<file path="src/rtl/gpio_pkg.sv">
// Shared definitions for the GPIO block with serial shift engine:
// register offsets, SHIFT_CFG field layout, ID constant and FSM encoding.
package gpio_pkg;

    localparam logic [31:0] GPIO_ID_DEFAULT = 32'h47504932;

    localparam logic [7:0] OFF_ID         = 8'h00;
    localparam logic [7:0] OFF_CHANNELS   = 8'h04;
    localparam logic [7:0] OFF_IN         = 8'h08;
    localparam logic [7:0] OFF_DIR        = 8'h0C;
    localparam logic [7:0] OFF_OUT        = 8'h10;
    localparam logic [7:0] OFF_OUT_SET    = 8'h14;
    localparam logic [7:0] OFF_OUT_CLR    = 8'h18;
    localparam logic [7:0] OFF_RISE_EN    = 8'h1C;
    localparam logic [7:0] OFF_FALL_EN    = 8'h20;
    localparam logic [7:0] OFF_EDGE_STAT  = 8'h24;
    localparam logic [7:0] OFF_SHIFT_CFG  = 8'h28;
    localparam logic [7:0] OFF_SHIFT_DIV  = 8'h2C;
    localparam logic [7:0] OFF_SHIFT_DATA = 8'h30;
    localparam logic [7:0] OFF_SHIFT_STAT = 8'h34;

    // SHIFT_CFG field positions
    localparam int CFG_SCLK_LSB    = 0;
    localparam int CFG_MOSI_LSB    = 8;
    localparam int CFG_MISO_LSB    = 16;
    localparam int CFG_CPOL        = 24;
    localparam int CFG_LSB_FIRST   = 25;
    localparam int CFG_DONE_IRQ_EN = 26;
    localparam logic [31:0] CFG_MASK = 32'h071F_1F1F;

    typedef struct packed {
        logic       lsb_first;
        logic       cpol;
        logic [4:0] miso_pin;
        logic [4:0] mosi_pin;
        logic [4:0] sclk_pin;
    } shift_cfg_t;

    typedef enum logic [1:0] {
        ST_IDLE  = 2'd0,
        ST_LEAD  = 2'd1,
        ST_TRAIL = 2'd2,
        ST_DONE  = 2'd3
    } shift_state_t;

endpackage

</file>
<file path="src/rtl/gpio_shift_core_engine.sv">
// Serial shift engine: divider, bit counter, tx/rx shift registers.
// Configuration is latched at start so bus writes during a transfer only
// affect the next one.
//
// state    | meaning
// ---------+-----------------------------------------------------------
// ST_IDLE  | waiting for start; sclk/mosi not driving pads
// ST_LEAD  | first half of a bit: sclk = cpol, mosi holds current bit
// ST_TRAIL | second half: sclk = ~cpol; miso sampled at its close
// ST_DONE  | publish rx, drop busy, pulse done
module gpio_shift_engine
    import gpio_pkg::*;
#(
    parameter int SHIFT_WIDTH = 8,
    parameter int DIV_WIDTH   = 16
) (
    input  logic                   clk,
    input  logic                   rst_n,
    input  logic                   start,
    input  shift_cfg_t             cfg,
    input  logic [DIV_WIDTH-1:0]   div,
    input  logic [SHIFT_WIDTH-1:0] tx,
    input  logic                   miso,
    output logic                   busy,
    output logic                   done,
    output logic [SHIFT_WIDTH-1:0] rx,
    output logic                   sclk,
    output logic                   mosi,
    output logic [4:0]             sclk_pin,
    output logic [4:0]             mosi_pin,
    output logic [4:0]             miso_pin
);

    localparam int CW = $clog2(SHIFT_WIDTH + 1);

    shift_state_t           state;
    logic                   cpol_q;
    logic                   lsb_q;
    logic [DIV_WIDTH-1:0]   div_q;
    logic [DIV_WIDTH-1:0]   divcnt;
    logic [CW-1:0]          bitcnt;
    logic [SHIFT_WIDTH-1:0] tx_sh;
    logic [SHIFT_WIDTH-1:0] rx_sh;
    logic [SHIFT_WIDTH-1:0] tx_next;
    logic [SHIFT_WIDTH-1:0] rx_next;

    // Next shift-register contents for either bit order
    always_comb begin
        tx_next = lsb_q ? (tx_sh >> 1) : (tx_sh << 1);
        rx_next = lsb_q ? ((rx_sh >> 1) | (SHIFT_WIDTH'(miso) << (SHIFT_WIDTH - 1)))
                        : ((rx_sh << 1) | SHIFT_WIDTH'(miso));
    end

    // Transfer FSM with registered outputs
    always_ff @(posedge clk or negedge rst_n) begin
        if (!rst_n) begin
            state    <= ST_IDLE;
            busy     <= 1'b0;
            done     <= 1'b0;
            sclk     <= 1'b0;
            mosi     <= 1'b0;
            cpol_q   <= 1'b0;
            lsb_q    <= 1'b0;
            sclk_pin <= '0;
            mosi_pin <= '0;
            miso_pin <= '0;
            div_q    <= '0;
            divcnt   <= '0;
            bitcnt   <= '0;
            tx_sh    <= '0;
            rx_sh    <= '0;
            rx       <= '0;
        end else begin
            done <= 1'b0;
            case (state)
                ST_IDLE: begin
                    if (start) begin
                        cpol_q   <= cfg.cpol;
                        lsb_q    <= cfg.lsb_first;
                        sclk_pin <= cfg.sclk_pin;
                        mosi_pin <= cfg.mosi_pin;
                        miso_pin <= cfg.miso_pin;
                        div_q    <= div;
                        divcnt   <= div;
                        bitcnt   <= CW'(SHIFT_WIDTH);
                        tx_sh    <= tx;
                        rx_sh    <= '0;
                        busy     <= 1'b1;
                        sclk     <= cfg.cpol;
                        mosi     <= cfg.lsb_first ? tx[0] : tx[SHIFT_WIDTH-1];
                        state    <= ST_LEAD;
                    end
                end
                ST_LEAD: begin
                    if (divcnt == '0) begin
                        divcnt <= div_q;
                        sclk   <= ~cpol_q;
                        state  <= ST_TRAIL;
                    end else begin
                        divcnt <= divcnt - DIV_WIDTH'(1);
                    end
                end
                ST_TRAIL: begin
                    // Sampling at the close of the bit period leaves room for
                    // the pad register and the two-flop input synchroniser.
                    if (divcnt == '0) begin
                        divcnt <= div_q;
                        sclk   <= cpol_q;
                        rx_sh  <= rx_next;
                        bitcnt <= bitcnt - CW'(1);
                        if (bitcnt == CW'(1)) begin
                            state <= ST_DONE;
                        end else begin
                            tx_sh <= tx_next;
                            mosi  <= lsb_q ? tx_next[0] : tx_next[SHIFT_WIDTH-1];
                            state <= ST_LEAD;
                        end
                    end else begin
                        divcnt <= divcnt - DIV_WIDTH'(1);
                    end
                end
                ST_DONE: begin
                    rx    <= rx_sh;
                    busy  <= 1'b0;
                    done  <= 1'b1;
                    state <= ST_IDLE;
                end
                default: state <= ST_IDLE;
            endcase
        end
    end

endmodule

</file>
<file path="src/rtl/gpio_shift_core.sv">
// Memory-mapped GPIO: register file, input synchroniser, edge capture,
// registered pad drivers and the serial shift engine.
module gpio_shift_core
    import gpio_pkg::*;
#(
    parameter int          CHANNELS    = 4,
    parameter int          SHIFT_WIDTH = 8,
    parameter int          DIV_WIDTH   = 16,
    parameter logic [31:0] ID_VALUE    = GPIO_ID_DEFAULT
) (
    input  logic                clk,
    input  logic                rst_n,
    input  logic                mem_valid,
    output logic                mem_ready,
    output logic                mem_error,
    input  logic [31:0]         mem_addr,
    input  logic [31:0]         mem_wdata,
    input  logic [3:0]          mem_wstrb,
    output logic [31:0]         mem_rdata,
    input  logic [CHANNELS-1:0] pins_i,
    output logic [CHANNELS-1:0] pins_o,
    output logic [CHANNELS-1:0] pins_t,
    output logic                irq
);

    logic [CHANNELS-1:0]    sync1, sync2, in_q, prev_q;
    logic [CHANNELS-1:0]    dir_q, out_q, rise_en_q, fall_en_q, edge_stat;
    logic [31:0]            cfg_q;
    logic [DIV_WIDTH-1:0]   div_q;
    logic                   done_flag;

    logic                   accept, is_wr, mapped, writable, err, wr_en, start;
    logic [7:0]             off;
    logic [31:0]            rd_val;
    logic [CHANNELS-1:0]    wdata_ch, edge_set;
    logic [CHANNELS-1:0]    pad_o_next, pad_t_next;

    shift_cfg_t             eng_cfg;
    logic                   eng_busy, eng_done, eng_sclk, eng_mosi, eng_miso;
    logic [SHIFT_WIDTH-1:0] eng_rx;
    logic [4:0]             eng_sclk_pin, eng_mosi_pin, eng_miso_pin;

    assign accept   = mem_valid && !mem_ready;
    assign is_wr    = (mem_wstrb != 4'b0000);
    assign off      = mem_addr[7:0];
    assign wdata_ch = mem_wdata[CHANNELS-1:0];

    // Address decode and read mux
    always_comb begin
        rd_val   = '0;
        mapped   = 1'b1;
        writable = 1'b1;
        case (off)
            OFF_ID:         begin rd_val = ID_VALUE;          writable = 1'b0; end
            OFF_CHANNELS:   begin rd_val = 32'(CHANNELS);     writable = 1'b0; end
            OFF_IN:         begin rd_val = 32'(in_q);         writable = 1'b0; end
            OFF_DIR:        rd_val = 32'(dir_q);
            OFF_OUT:        rd_val = 32'(out_q);
            OFF_OUT_SET:    rd_val = '0;
            OFF_OUT_CLR:    rd_val = '0;
            OFF_RISE_EN:    rd_val = 32'(rise_en_q);
            OFF_FALL_EN:    rd_val = 32'(fall_en_q);
            OFF_EDGE_STAT:  rd_val = 32'(edge_stat);
            OFF_SHIFT_CFG:  rd_val = cfg_q;
            OFF_SHIFT_DIV:  rd_val = 32'(div_q);
            OFF_SHIFT_DATA: rd_val = 32'(eng_rx);
            OFF_SHIFT_STAT: rd_val = {30'b0, done_flag, eng_busy};
            default:        begin mapped = 1'b0; writable = 1'b0; end
        endcase
        if (mem_addr[31:8] != 24'b0 || mem_addr[1:0] != 2'b00) begin
            mapped   = 1'b0;
            writable = 1'b0;
        end
    end

    assign err   = !mapped || (is_wr && (mem_wstrb != 4'b1111 || !writable ||
                   (off == OFF_SHIFT_DATA && eng_busy)));
    assign wr_en = accept && is_wr && !err;
    assign start = wr_en && (off == OFF_SHIFT_DATA);

    // Bus response: one-cycle ready strobe with error and read data
    always_ff @(posedge clk or negedge rst_n) begin
        if (!rst_n) begin
            mem_ready <= 1'b0;
            mem_error <= 1'b0;
            mem_rdata <= '0;
        end else begin
            mem_ready <= accept;
            mem_error <= accept && err;
            mem_rdata <= (accept && !err && !is_wr) ? rd_val : 32'b0;
        end
    end

    // Writable configuration registers
    always_ff @(posedge clk or negedge rst_n) begin
        if (!rst_n) begin
            dir_q     <= '0;
            out_q     <= '0;
            rise_en_q <= '0;
            fall_en_q <= '0;
            cfg_q     <= '0;
            div_q     <= '0;
        end else if (wr_en) begin
            case (off)
                OFF_DIR:       dir_q     <= wdata_ch;
                OFF_OUT:       out_q     <= wdata_ch;
                OFF_OUT_SET:   out_q     <= out_q | wdata_ch;
                OFF_OUT_CLR:   out_q     <= out_q & ~wdata_ch;
                OFF_RISE_EN:   rise_en_q <= wdata_ch;
                OFF_FALL_EN:   fall_en_q <= wdata_ch;
                OFF_SHIFT_CFG: cfg_q     <= mem_wdata & CFG_MASK;
                OFF_SHIFT_DIV: div_q     <= mem_wdata[DIV_WIDTH-1:0];
                default: ;
            endcase
        end
    end

    // Two-flop synchroniser, IN register and one-cycle history for edges
    always_ff @(posedge clk or negedge rst_n) begin
        if (!rst_n) begin
            sync1  <= '0;
            sync2  <= '0;
            in_q   <= '0;
            prev_q <= '0;
        end else begin
            sync1  <= pins_i;
            sync2  <= sync1;
            in_q   <= sync2;
            prev_q <= in_q;
        end
    end

    assign edge_set = (in_q & ~prev_q & rise_en_q) | (~in_q & prev_q & fall_en_q);

    // Sticky status bits; a hardware set beats a same-cycle W1C
    always_ff @(posedge clk or negedge rst_n) begin
        if (!rst_n) begin
            edge_stat <= '0;
            done_flag <= 1'b0;
        end else begin
            edge_stat <= (edge_stat & ~((wr_en && off == OFF_EDGE_STAT) ? wdata_ch : '0))
                         | edge_set;
            done_flag <= (done_flag & ~(wr_en && off == OFF_SHIFT_STAT && mem_wdata[1]))
                         | eng_done;
        end
    end

    // Registered level interrupt
    always_ff @(posedge clk or negedge rst_n) begin
        if (!rst_n) irq <= 1'b0;
        else        irq <= (|edge_stat) | (done_flag & cfg_q[CFG_DONE_IRQ_EN]);
    end

    // Engine pins override OUT/DIR while busy; out-of-range indices never match
    always_comb begin
        pad_o_next = out_q;
        pad_t_next = ~dir_q;
        eng_miso   = 1'b0;
        for (int i = 0; i < CHANNELS; i++) begin
            if (eng_busy && eng_mosi_pin == 5'(i)) begin
                pad_o_next[i] = eng_mosi;
                pad_t_next[i] = 1'b0;
            end
            if (eng_busy && eng_sclk_pin == 5'(i)) begin
                pad_o_next[i] = eng_sclk;
                pad_t_next[i] = 1'b0;
            end
            if (eng_miso_pin == 5'(i)) eng_miso = sync2[i];
        end
    end

    // Registered pad drivers
    always_ff @(posedge clk or negedge rst_n) begin
        if (!rst_n) begin
            pins_o <= '0;
            pins_t <= '1;
        end else begin
            pins_o <= pad_o_next;
            pins_t <= pad_t_next;
        end
    end

    assign eng_cfg = '{lsb_first: cfg_q[CFG_LSB_FIRST],
                       cpol:      cfg_q[CFG_CPOL],
                       miso_pin:  cfg_q[CFG_MISO_LSB +: 5],
                       mosi_pin:  cfg_q[CFG_MOSI_LSB +: 5],
                       sclk_pin:  cfg_q[CFG_SCLK_LSB +: 5]};

    gpio_shift_engine #(
        .SHIFT_WIDTH (SHIFT_WIDTH),
        .DIV_WIDTH   (DIV_WIDTH)
    ) u_engine (
        .clk      (clk),
        .rst_n    (rst_n),
        .start    (start),
        .cfg      (eng_cfg),
        .div      (div_q),
        .tx       (mem_wdata[SHIFT_WIDTH-1:0]),
        .miso     (eng_miso),
        .busy     (eng_busy),
        .done     (eng_done),
        .rx       (eng_rx),
        .sclk     (eng_sclk),
        .mosi     (eng_mosi),
        .sclk_pin (eng_sclk_pin),
        .mosi_pin (eng_mosi_pin),
        .miso_pin (eng_miso_pin)
    );

endmodule
</file>
<file path="config.mk">
export PLATFORM = sky130hd
export DESIGN_NAME = gpio_shift_core
export DESIGN_NICKNAME = d
export VERILOG_FILES = /design/src/rtl/gpio_pkg.sv /design/src/rtl/gpio_shift_core_engine.sv /design/src/rtl/gpio_shift_core.sv
export SDC_FILE = /design/constraint.sdc
export NUM_CORES = 1
export LEC_CHECK = 0
export CORE_MARGIN = 5
export CORE_UTILIZATION = 51
export DETAILED_ROUTE_END_ITERATION = 10
export GPL_ROUTABILITY_DRIVEN = 0
export PLACE_DENSITY = 0.74
export SYNTH_ARGS = -nofsm -noshare
export SYNTH_HDL_FRONTEND = slang
export SYNTH_SLANG_ARGS = --single-unit
export TNS_END_PERCENT = 30
</file>
<file path="constraint.sdc">
create_clock -name clk -period 2.2 [get_ports clk]
set_input_delay 0.22 -clock clk [delete_from_list [all_inputs] [get_ports clk]]
set_output_delay 0.22 -clock clk [all_outputs]
set_load 0.02 [all_outputs]
</file>
### After elaboration in Yosys (flattened, before gate mapping)

Cells that the tools add are included.

| storage, ports and cells | value |
|---|---|
| output and inout bits | 43 |
| register bits | 197 |
| logic and storage cells | 210 |

| cells by class | value |
|---|---|
| mux-type cells | 61 |
| reduce and logical (&&, ||, !) cells | 60 |
| bitwise gates (word level) | 22 |
| equality and inequality tests | 31 |
| $add $sub $neg | 2 |

Operators by type and width:

| operator | count |
|---|---|
| $pmux W31 S12 | 1 |
| $mux W8 | 7 |
| $eq A8 B6 Y1 const B | 6 |
| $mux W1 | 34 |
| $eq A8 B5 Y1 const B | 4 |
| $mux W16 | 2 |
| $mux W32 | 1 |
| $pmux W16 S2 | 1 |
| $pmux W8 S2 | 2 |
| $eq A5 B2 Y1 const B | 6 |
| $and A4 B4 Y4 | 6 |
| $reduce_bool A24 Y1 | 1 |
| $logic_and A1 B1 Y1 | 20 |
| $not A4 Y4 | 5 |
| $reduce_and A2 Y1 | 9 |
| $eq A8 B4 Y1 const B | 2 |
| $logic_not A16 Y1 | 1 |
| $sub A16 B1 Y16 const B | 1 |
| $eq A5 B1 Y1 const B | 3 |
| $logic_not A5 Y1 | 3 |
| $reduce_or A14 Y1 | 1 |
| $mux W4 | 3 |
| $or A4 B4 Y4 | 3 |
| $pmux W4 S3 | 1 |
| other kinds (30) | 53 |

### Depth between registers and ports, before layout

Gate-level depths: netlist (run 1).

| logic depth | value |
|---|---|
| depth after elaboration | 16 |
| mapped depth | 9 |
| depth with buffers taken out | 7 |

### Modules after synthesis

From an unflattened synthesis (run 1), not the netlist that was laid out.

| unflattened totals | value |
|---|---|
| cells, all modules | 808 |
| area, all modules | 9218.8 µm² |

Modules (own cells, without submodules):

| module | cells an instance | area each (µm²) | instances | seq. area each (µm²) |
|---|---|---|---|---|
| gpio_shift_core | 387 | 4820.9 | 1 | 2682.6 |
| gpio_shift_engine | 421 | 4398.0 | 1 | 2077.0 |

### Worst setup path after synthesis (run 1)

Ideal clock, no wire load.

| timing | value |
|---|---|
| path kind | input to register |
| start point | in mem_addr[5] |
| end point | reg u_engine.mosi |
| arrival | 2.326 ns |
| setup time | 0.125 ns |
| slack | -0.251 ns |
| stages on the path | 7 |
| data required time | 2.075 ns |
| path buffers | 2 |
| path through | buf_2 > nor4bb_1 > and4_1 > a31oi_1 > nor4bb_1 > buf_2 > mux2_2 |

| between the ends | value |
|---|---|
| word-level cells in the longest chain between the ends | 14 |

Ends and longest elaborated chain:

| what | line | RTL |
|---|---|---|
| start: declaration | gpio_shift_core.sv:16 | `input logic [31:0] mem_addr,` |
| $eq A8 B6 Y1 (tied with other cells) | gpio_shift_core.sv:53, gpio_shift_core.sv:77, gpio_shift_core.sv:79 |  |
| $reduce_or A11 Y1 (no line) | - |  |
| $mux W1 | gpio_shift_core.sv:53 | `case (off)` |
| $mux W1 | gpio_shift_core.sv:70 | `if (mem_addr[31:8] != 24'b0 \|\| mem_addr[1:0] != 2'b00) begin` |
| $logic_not A1 Y1 | gpio_shift_core.sv:76 | `assign err = !mapped \|\| (is_wr && (mem_wstrb != 4'b1111 \|\| !writable \|\|` |
| $logic_or A1 B1 Y1 (2 in a row) | gpio_shift_core.sv:76 |  |
| $logic_and A1 B1 Y1 | gpio_shift_core.sv:76 |  |
| $logic_or A1 B1 Y1 | gpio_shift_core.sv:76 |  |
| $logic_not A1 Y1 | gpio_shift_core.sv:78 | `assign wr_en = accept && is_wr && !err;` |
| $logic_and A1 B1 Y1 | gpio_shift_core.sv:78 |  |
| $logic_and A1 B1 Y1 (*) | gpio_shift_core.sv:79 | `assign start = wr_en && (off == OFF_SHIFT_DATA);` |
| $ne A2 B2 Y1 (no line) (*) | - |  |
| $reduce_and A4 Y1 (no line) (*) | - |  |
| end signal: assignment | gpio_shift_core_engine.sv:90 | `mosi <= cfg.lsb_first ? tx[0] : tx[SHIFT_WIDTH-1];` |
| end signal: assignment | gpio_shift_core_engine.sv:115 | `mosi <= lsb_q ? tx_next[0] : tx_next[SHIFT_WIDTH-1];` |
| end: declaration | gpio_shift_core_engine.sv:28 | `output logic mosi,` |

Mark *: on every way between the ends. The rest lies on a longest branch, timed or not.
A chain may end at the register's enable or synchronous reset.

### Worst setup path after layout (run 1)

| timing | value |
|---|---|
| start point | reg u_engine.divcnt[7] |
| end point | reg u_engine.divcnt[14] |

| between the ends | value |
|---|---|
| word-level cells in the longest chain between the ends | 3 |

Ends and longest elaborated chain:

| what | line | RTL |
|---|---|---|
| start: declaration | gpio_shift_core_engine.sv:40 | `logic [DIV_WIDTH-1:0] divcnt;` |
| start signal: assignment | gpio_shift_core_engine.sv:84 | `divcnt <= div;` |
| start signal: assignment | gpio_shift_core_engine.sv:96 | `divcnt <= div_q;` |
| start signal: assignment | gpio_shift_core_engine.sv:100 | `divcnt <= divcnt - DIV_WIDTH'(1);` |
| $sub A16 B1 Y16 or $logic_not A16 Y1 (tied branches) | - |  |
| $mux W16 (*) | gpio_shift_core_engine.sv:95, gpio_shift_core_engine.sv:106 |  |
| $pmux W16 S2 (*) | gpio_shift_core_engine.sv:75 | `case (state)` |

Marks and branches as above.

==> results of run 1 <==
flip-flops by register name, summed over array words and instances (netlist names), 4 cells and up:
name	count
mem_rdata	25
edge_stat	4
u_engine.bitcnt	4
pins_t	4
div_q	16
u_engine.sclk_pin	5
u_engine.tx_sh	8
u_engine.rx	8
u_engine.rx_sh	8
prev_q	4
rise_en_q	4
dir_q	4
sync2	4
in_q	4
out_q	4
cfg_q	18
u_engine.miso_pin	5
u_engine.divcnt	16
u_engine.div_q	16
fall_en_q	4
sync1	4
pins_o	4
u_engine.mosi_pin	5
layer usage:
metal  track usage (%)  vias up  part of all wire (%)
met5                 0        -                     0
met4              11.9        0                   3.9
met3              7.50       99                    11
met2              44.9      547                    46
met1              38.0     4384                    40
li1                  -     3959                     -
area by class of cell:
type / instances / area, sq um
sequential: 190 / 4760
multi-input combinational: 695 / 4850
clock buffer: 17 / 425
timing repair buffer: 245 / 2250
tap: 260 / 325
inverter: 21 / 78.8
fill: 1442 / 5930
clock inverter: 15 / 214
how the worst min path moves through the flow:
stage,startpoint,end,slack [ns],depth (start not counted)
after floorplan,rst_n,cfg_q[0],-0.08,0
after global placement,rst_n,u_engine.sclk_pin[0],0.24,1
after detailed placement,rst_n,mem_error,0.25,1
after CTS,pins_i[1],sync1[1],0.19,1
after global routing,pins_i[1],sync1[1],0.19,1
final,pins_i[1],sync1[1],0.20,1
cell usage after synthesis (4+ instances only):
cell type,count
a31oi_1,16
a311oi_1,6
and4_1,5
a32o_1,11
dfrtp_1,186
a221oi_1,5
a41oi_1,4
or4_1,5
o31ai_1,7
nand3_1,20
mux2_4,10
buf_2,12
o22ai_1,7
buf_1,4
o31a_1,6
buf_4,8
ha_1,8
nor3b_1,5
a21oi_1,42
a22oi_1,9
a211oi_1,11
and3_1,16
o211ai_1,7
nand3b_1,5
a31o_2,6
mux2i_1,17
nor2b_1,11
or3_1,10
nor2_1,45
nand2_1,154
o21ai_0,24
a211o_1,4
clkbuf_1,49
a221o_1,7
dfstp_2,4
nand4_1,21
nor3_1,28
xnor2_1,7
and2_1,6
nand2b_1,13
inv_1,21
nor4_1,17
mux2_2,66
cell families (layout without fill, tap and decap cells):
group	count (synthesis)	in the layout
AO/OA/AOI/OAI	204	204
AND/OR/NAND/NOR	376	376
other	1	6
multiplexers	94	94
XOR/XNOR	7	7
flip-flops	190	190
buffers and inverters	98	298
adder cells (fa/ha/maj)	8	8
critical path, stage by stage, from the launching register on:
cell     delay [ns]
dfrtp_2        0.46
or4_4          0.55
or3_1          0.35
or4_1          0.48
a31oi_1        0.14
o211a_1        0.17
cell usage in the layout, fill, tap and decap left out, types with 9 or more instances in the layout:
| cell type | instances |
|---|---|
| a21oi_1 | 42 |
| buf_12 | 9 |
| nand2b_1 | 13 |
| a22oi_1 | 9 |
| or3_1 | 10 |
| a31oi_1 | 15 |
| mux2_4 | 19 |
| o21ai_0 | 23 |
| clkbuf_16 | 17 |
| nand2_1 | 154 |
| nor2_1 | 45 |
| nand4_1 | 21 |
| clkdlybuf4s50_1 | 98 |
| inv_1 | 21 |
| mux2i_1 | 17 |
| a32o_1 | 11 |
| a211oi_1 | 11 |
| nor3_1 | 27 |
| mux2_2 | 57 |
| nand3_1 | 20 |
| dfrtp_1 | 184 |
| and3_1 | 15 |
| buf_4 | 127 |
| nor2b_1 | 11 |
what timing repair did:
action                     in CTS  in global routing
hold endpoints to repair       60                  0
hold buffers                    1                  0
setup buffers                   2                  0
pin swaps                       5                  2
cloned                          1                  1
gates resized for setup        13                 32
setup endpoints to repair      48                 94
power by group through the flow:
stage | Clock [mW] | Combinational, mW | Sequential (mW)
after floorplan | 0 | 0.0918 | 3.59
after global routing | 3.47 | 0.410 | 3.52
after detailed placement | 0 | 0.371 | 3.59
after global placement | 0 | 0.366 | 3.59
final | 3.28 | 0.382 | 3.52
after CTS | 3.31 | 0.376 | 3.52
through the flow:
step | setup TNS [ns] | power (mW)
after global placement | -43.70 | 3.95
after detailed placement | -49.43 | 3.96
final | -0.00461 | 7.18
after global routing | -0.559 | 7.40
after CTS | 0 | 7.20
after floorplan | -5.05 | 3.68
==> metrics.txt, run 1 <==
simple-gate portion of the synthesized area 19.2%; Flop pwr share 49.0%; CP endpoint u_engine.divcnt[14]; Max VDD drop 0.529 mV; failing checks setup timing; r2r setup slk -0.005 ns; DRT iter0 DRCs 878; total vias in the final route 8989; Pins Over Slew Limit 0; Placement Cell Area 12000 sq um; Antenna diodes 0; Sw Ratio 26.5%; status complete, but fails checks; Post-Place Cells 1406; Clock power frac 45.7%; crit share post-route 100%; post-DP HPWL 22300 um; Psw 1.90 mW; Critical Path Sink Type flip-flop; Reg-to-Reg Start u_engine.divcnt[7]; multiplexer share of the synthesized area 11.1%; Cells after Synth 978; first-pass GRT wire length 49600 um; FF-to-FF path depth 5; Avg Inst Size Synth 10.0 sq um; final hold violations 0; Boundary Pins 118; core area 18800 sq um; row cnt 50; Inserted Clock Buffers 17; grt total ovfl 0; Comb pwr share 5.3%; Worst Skew 0.0132 ns; worst setup path category reg -> reg; non-filler instance count after layout 1443; Int Power 5.28 mW; IO buf count 103; synth top area cells dfrtp_1 (47%), mux2_2 (7.6%), nand2_1 (5.9%); clock sinks 190; Seq cells post-synth 190; Critical Path Source Type flip-flop; vias in the first global route 9060; Worst Max-Slew Pin Slew 0.562 ns; Max Root-Sink Buffers 2; Place WS -0.571 ns; share of cells above drive strength 1 25.0%; final core utilization 68.5%; Yosys warnings 0; post-synth top area cell dfrtp_1; min cycle time layout 2.20 ns; H-tree depth 4; die width 149 um; clock slew at reported path FFs 0.08 ns; P_leak 5.76 nW; Worst EP required 2.58 ns; fin worst setup slack -0.00461 ns; sequential element share of the synthesized area 48.5%; r2r endpoint u_engine.divcnt[14]; normalized max-slew margin 62.5%; max-cap violation count 0; First-pass DRT Iterations 6; RSZ-0062 raised after global routing yes; GRT Total Usage 28.7%; Cell Area, Synth 9810 sq um; number of setup violations in the final report 1; fmax 0.454 GHz; CP Max Fanout 4; DRC viols 0; Final ANT Viol Nets 0; largest family of logic cells by synthesized area simple AND/OR/NAND/NOR gates; Yosys top cell area share 47.5%; Detailed Route WL 31300 um; CP Data Arrival Time 2.58 ns; xor/xnor share of the synthesized area 0.625%; synth unique cells 75; pwr dens 556 nW/um^2; Hold Slack 0.203 ns; drt wl/cell 21.7 um; root cell of the clock tree clkbuf_16; Starting Density 52.1%; area added between synthesis and finish 31.6%; Synth Area in Adders 1.02%; Skew-Pair Late Insertion Delay 0.45 ns; Async SR Flop Fraction 100%; design area 12900 sq um; die height 149 um; Compound-Gate Fraction of Synth Area 15.1%; CTS tree done; dominant synthesized flop cell dfrtp_1; hold crit path type in -> reg; Die Area 22100 sq um; CP Launch Point u_engine.divcnt[7]; largest net degree at the start of global routing 67; Nets 1253; via density per instance 6.23; initial antenna violation count 0; Post-synth EDFFs 0
(Power assumes the default switching activity.)
==> run 2: changes to the inputs <==
SLEW_MARGIN = 5   (was unset)
clock period = 1.9 ns   (was 2.2 ns; I/O delays follow)
==> run 2 against run 1 <==
Compared with the run above:
- the run still ends with setup timing left
- register-to-register slack got worse by 0.29 ns
- largest power group unchanged
- clock power rose by 14%
- cell area is 8.5% higher
- via count is 5.5% higher
- fmax increased by 0.55%
==> metrics.txt, run 2 (synthesis gave the netlist of run 1 again) <==
IO buf count 103 (unchanged); Worst EP required 2.23 ns (-0.35 ns); row cnt 50 (unchanged); hold crit path type in -> reg; First-pass DRT Iterations 8 (+2); pwr dens 592 nW/um^2 (+6.3%); biggest regs mem_rdata: 25 flops, cfg_q: 18 flops; DRT iter0 DRCs 1214 (+38%); share of cells above drive strength 1 34.2% (+9.2 points); fillers 1227 (-15%); crit share post-route 115% (+15 points); max-cap violation count 0 (unchanged); CTS tree done; GRT Total Usage 29.2% (+0.53 points); Worst Skew 0.0115 ns (-0.00168 ns); initial antenna violation count 0 (unchanged); via density per instance 6.31 (+1.3%); largest net degree at the start of global routing 60 (-10%); CP Data Arrival Time 2.52 ns (-0.06 ns); Max Root-Sink Buffers 2 (unchanged); first-pass GRT wire length 50600 um (+2.1%); area of the multi-input gates 5390 sq um (+11%); Inserted Clock Buffers 17 (unchanged); core area 18800 sq um (unchanged); die width 149 um (unchanged); P_leak 6.36 nW (+10%); most common cell after layout, fill and taps aside dfrtp_1; Final ANT Viol Nets 0 (unchanged); crit path cell chain nor4_4 > nand4_1 > o21ai_1 > nor4bb_4 > buf_4 > mux2_4; total power 8.28 mW (+15%); Critical Path Sink Type flip-flop; Hold Slack 0.185 ns (-0.0179 ns); Boundary Pins 118 (unchanged); min cycle time layout 2.19 ns (-0.0120 ns); post-DP HPWL 22300 um (about the same); CP Max Fanout 4 (unchanged); CP bufs+invs 1 (+1); most frequent cells in the layout dfrtp_1 (183), buf_4 (157), nand2_1 (151); total vias in the final route 9481 (+5.5%); H-tree depth 4 (unchanged); max reg flops 25 (unchanged); die height 149 um (unchanged); Pins Over Slew Limit 0 (unchanged); clock sinks 190 (unchanged); worst setup path category reg -> reg; Nets 1312 (+4.7%); Critical Path Source Type flip-flop; drt wl/cell 22.6 um (+4.1%); clock slew at reported path FFs 0.08 ns (about the same); Detailed Route WL 33900 um (+8.4%); CP top delay family simple AND/OR/NAND/NOR gates; Reg with most FFs mem_rdata; Die Area 22100 sq um (unchanged); final hold violations 0 (unchanged); DRC viols 0 (unchanged); fin worst setup slack -0.293 ns (-0.288 ns); root cell of the clock tree clkbuf_16; grt total ovfl 0 (unchanged); area added between synthesis and finish 42.7%; Antenna diodes 0 (unchanged); CP peak stage delay 0.42 ns (-0.13 ns); number of setup violations in the final report 71 (+70); status complete, but fails checks; vias in the first global route 9341 (+3.1%); Reg area 4760 sq um (about the same); RSZ-0062 raised after global routing yes; Starting Density 52.1% (unchanged); failing checks setup timing; Max VDD drop 0.644 mV (+22%); fmax 0.456 GHz (+0.55%); slowest CP cell dfrtp_1; Skew-Pair Late Insertion Delay 0.44 ns (about the same)
run 2: cell types whose count changed in the layout (fill, tap and decap cells not counted), sizes merged:
cell | before | now
clkdlybuf4s50 | 98 | 70
buf | 141 | 201
dlygate4sd2 | 3 | 19
clkbuf | 18 | 20
clkinvlp | 0 | 1
or4 | 5 | 6
clkdlybuf4s15 | 0 | 2
inv | 29 | 28
dlymetal6s2s | 1 | 7
run 2: area by class of cell:
cell class	instances	share of cell area (%)
Timing Repair Buffer	303	20.1
Inverter	21	0.590
Multi-Input combinational cell	696	38.5
Clock inverter	15	1.46
Clock buffer	17	3.04
Sequential cell	190	34.0
Tap cell	260	2.32
run 2: final timing paths:
check / cells after the start / slack [ns] / endpoint / start
worst min-delay path: 1 / 0.18 / sync1[0] / pins_i[0]
min in group asynchronous: 2 / 0.23 / u_engine.divcnt[2] / rst_n
worst max-delay path: 6 / -0.29 / u_engine.tx_sh[1] / u_engine.divcnt[2]
worst min register to register: 0 / 0.36 / sync2[1] / sync1[1]
worst max register to register: 6 / -0.29 / u_engine.tx_sh[1] / u_engine.divcnt[2]
max in group asynchronous: 3 / 1.02 / pins_t[3] / rst_n
run 2: report_power, final:
group / switching (mW) / total [mW] / internal [mW] / leakage [nW]
Combinational: 0.250 / 0.455 / 0.205 / 3.59
Clock: 1.92 / 3.75 / 1.83 / 0.303
Sequential: 0.0133 / 4.07 / 4.06 / 2.46
run 2: repair_timing:
item | 4_1_cts | 5_1_grt
gates cloned | 2 | 2
pin swaps | 28 | 53
hold endpoints to repair | 31 | 0
setup endpoints to repair | 118 | 119
buffers inserted | 8 | 18
hold buffers | 1 | 0
gates resized for setup | 100 | 110
run 2: routing by layer:
metal	share of wire, %	GRT usage, %
met3	8.7	5.55
met2	48	47.0
met5	0	0
met1	39	38.7
met4	4.0	12.8
run 2: per-stage QoR:
step	cell area, sq um	setup slack (ns)	std cells	TNS, ns	util [%]
2_1_floorplan	10000	-0.500	983	-19.52	-
3_5_place_dp	12400	-0.768	1441	-79.50	65.7
5_1_grt	14000	-0.343	1502	-11.23	74.3
4_1_cts	13300	-0.273	1484	-4.73	70.7
6_report	14000	-0.293	1502	-5.94	74.3
3_3_place_gp	12400	-0.736	1441	-75.90	65.7
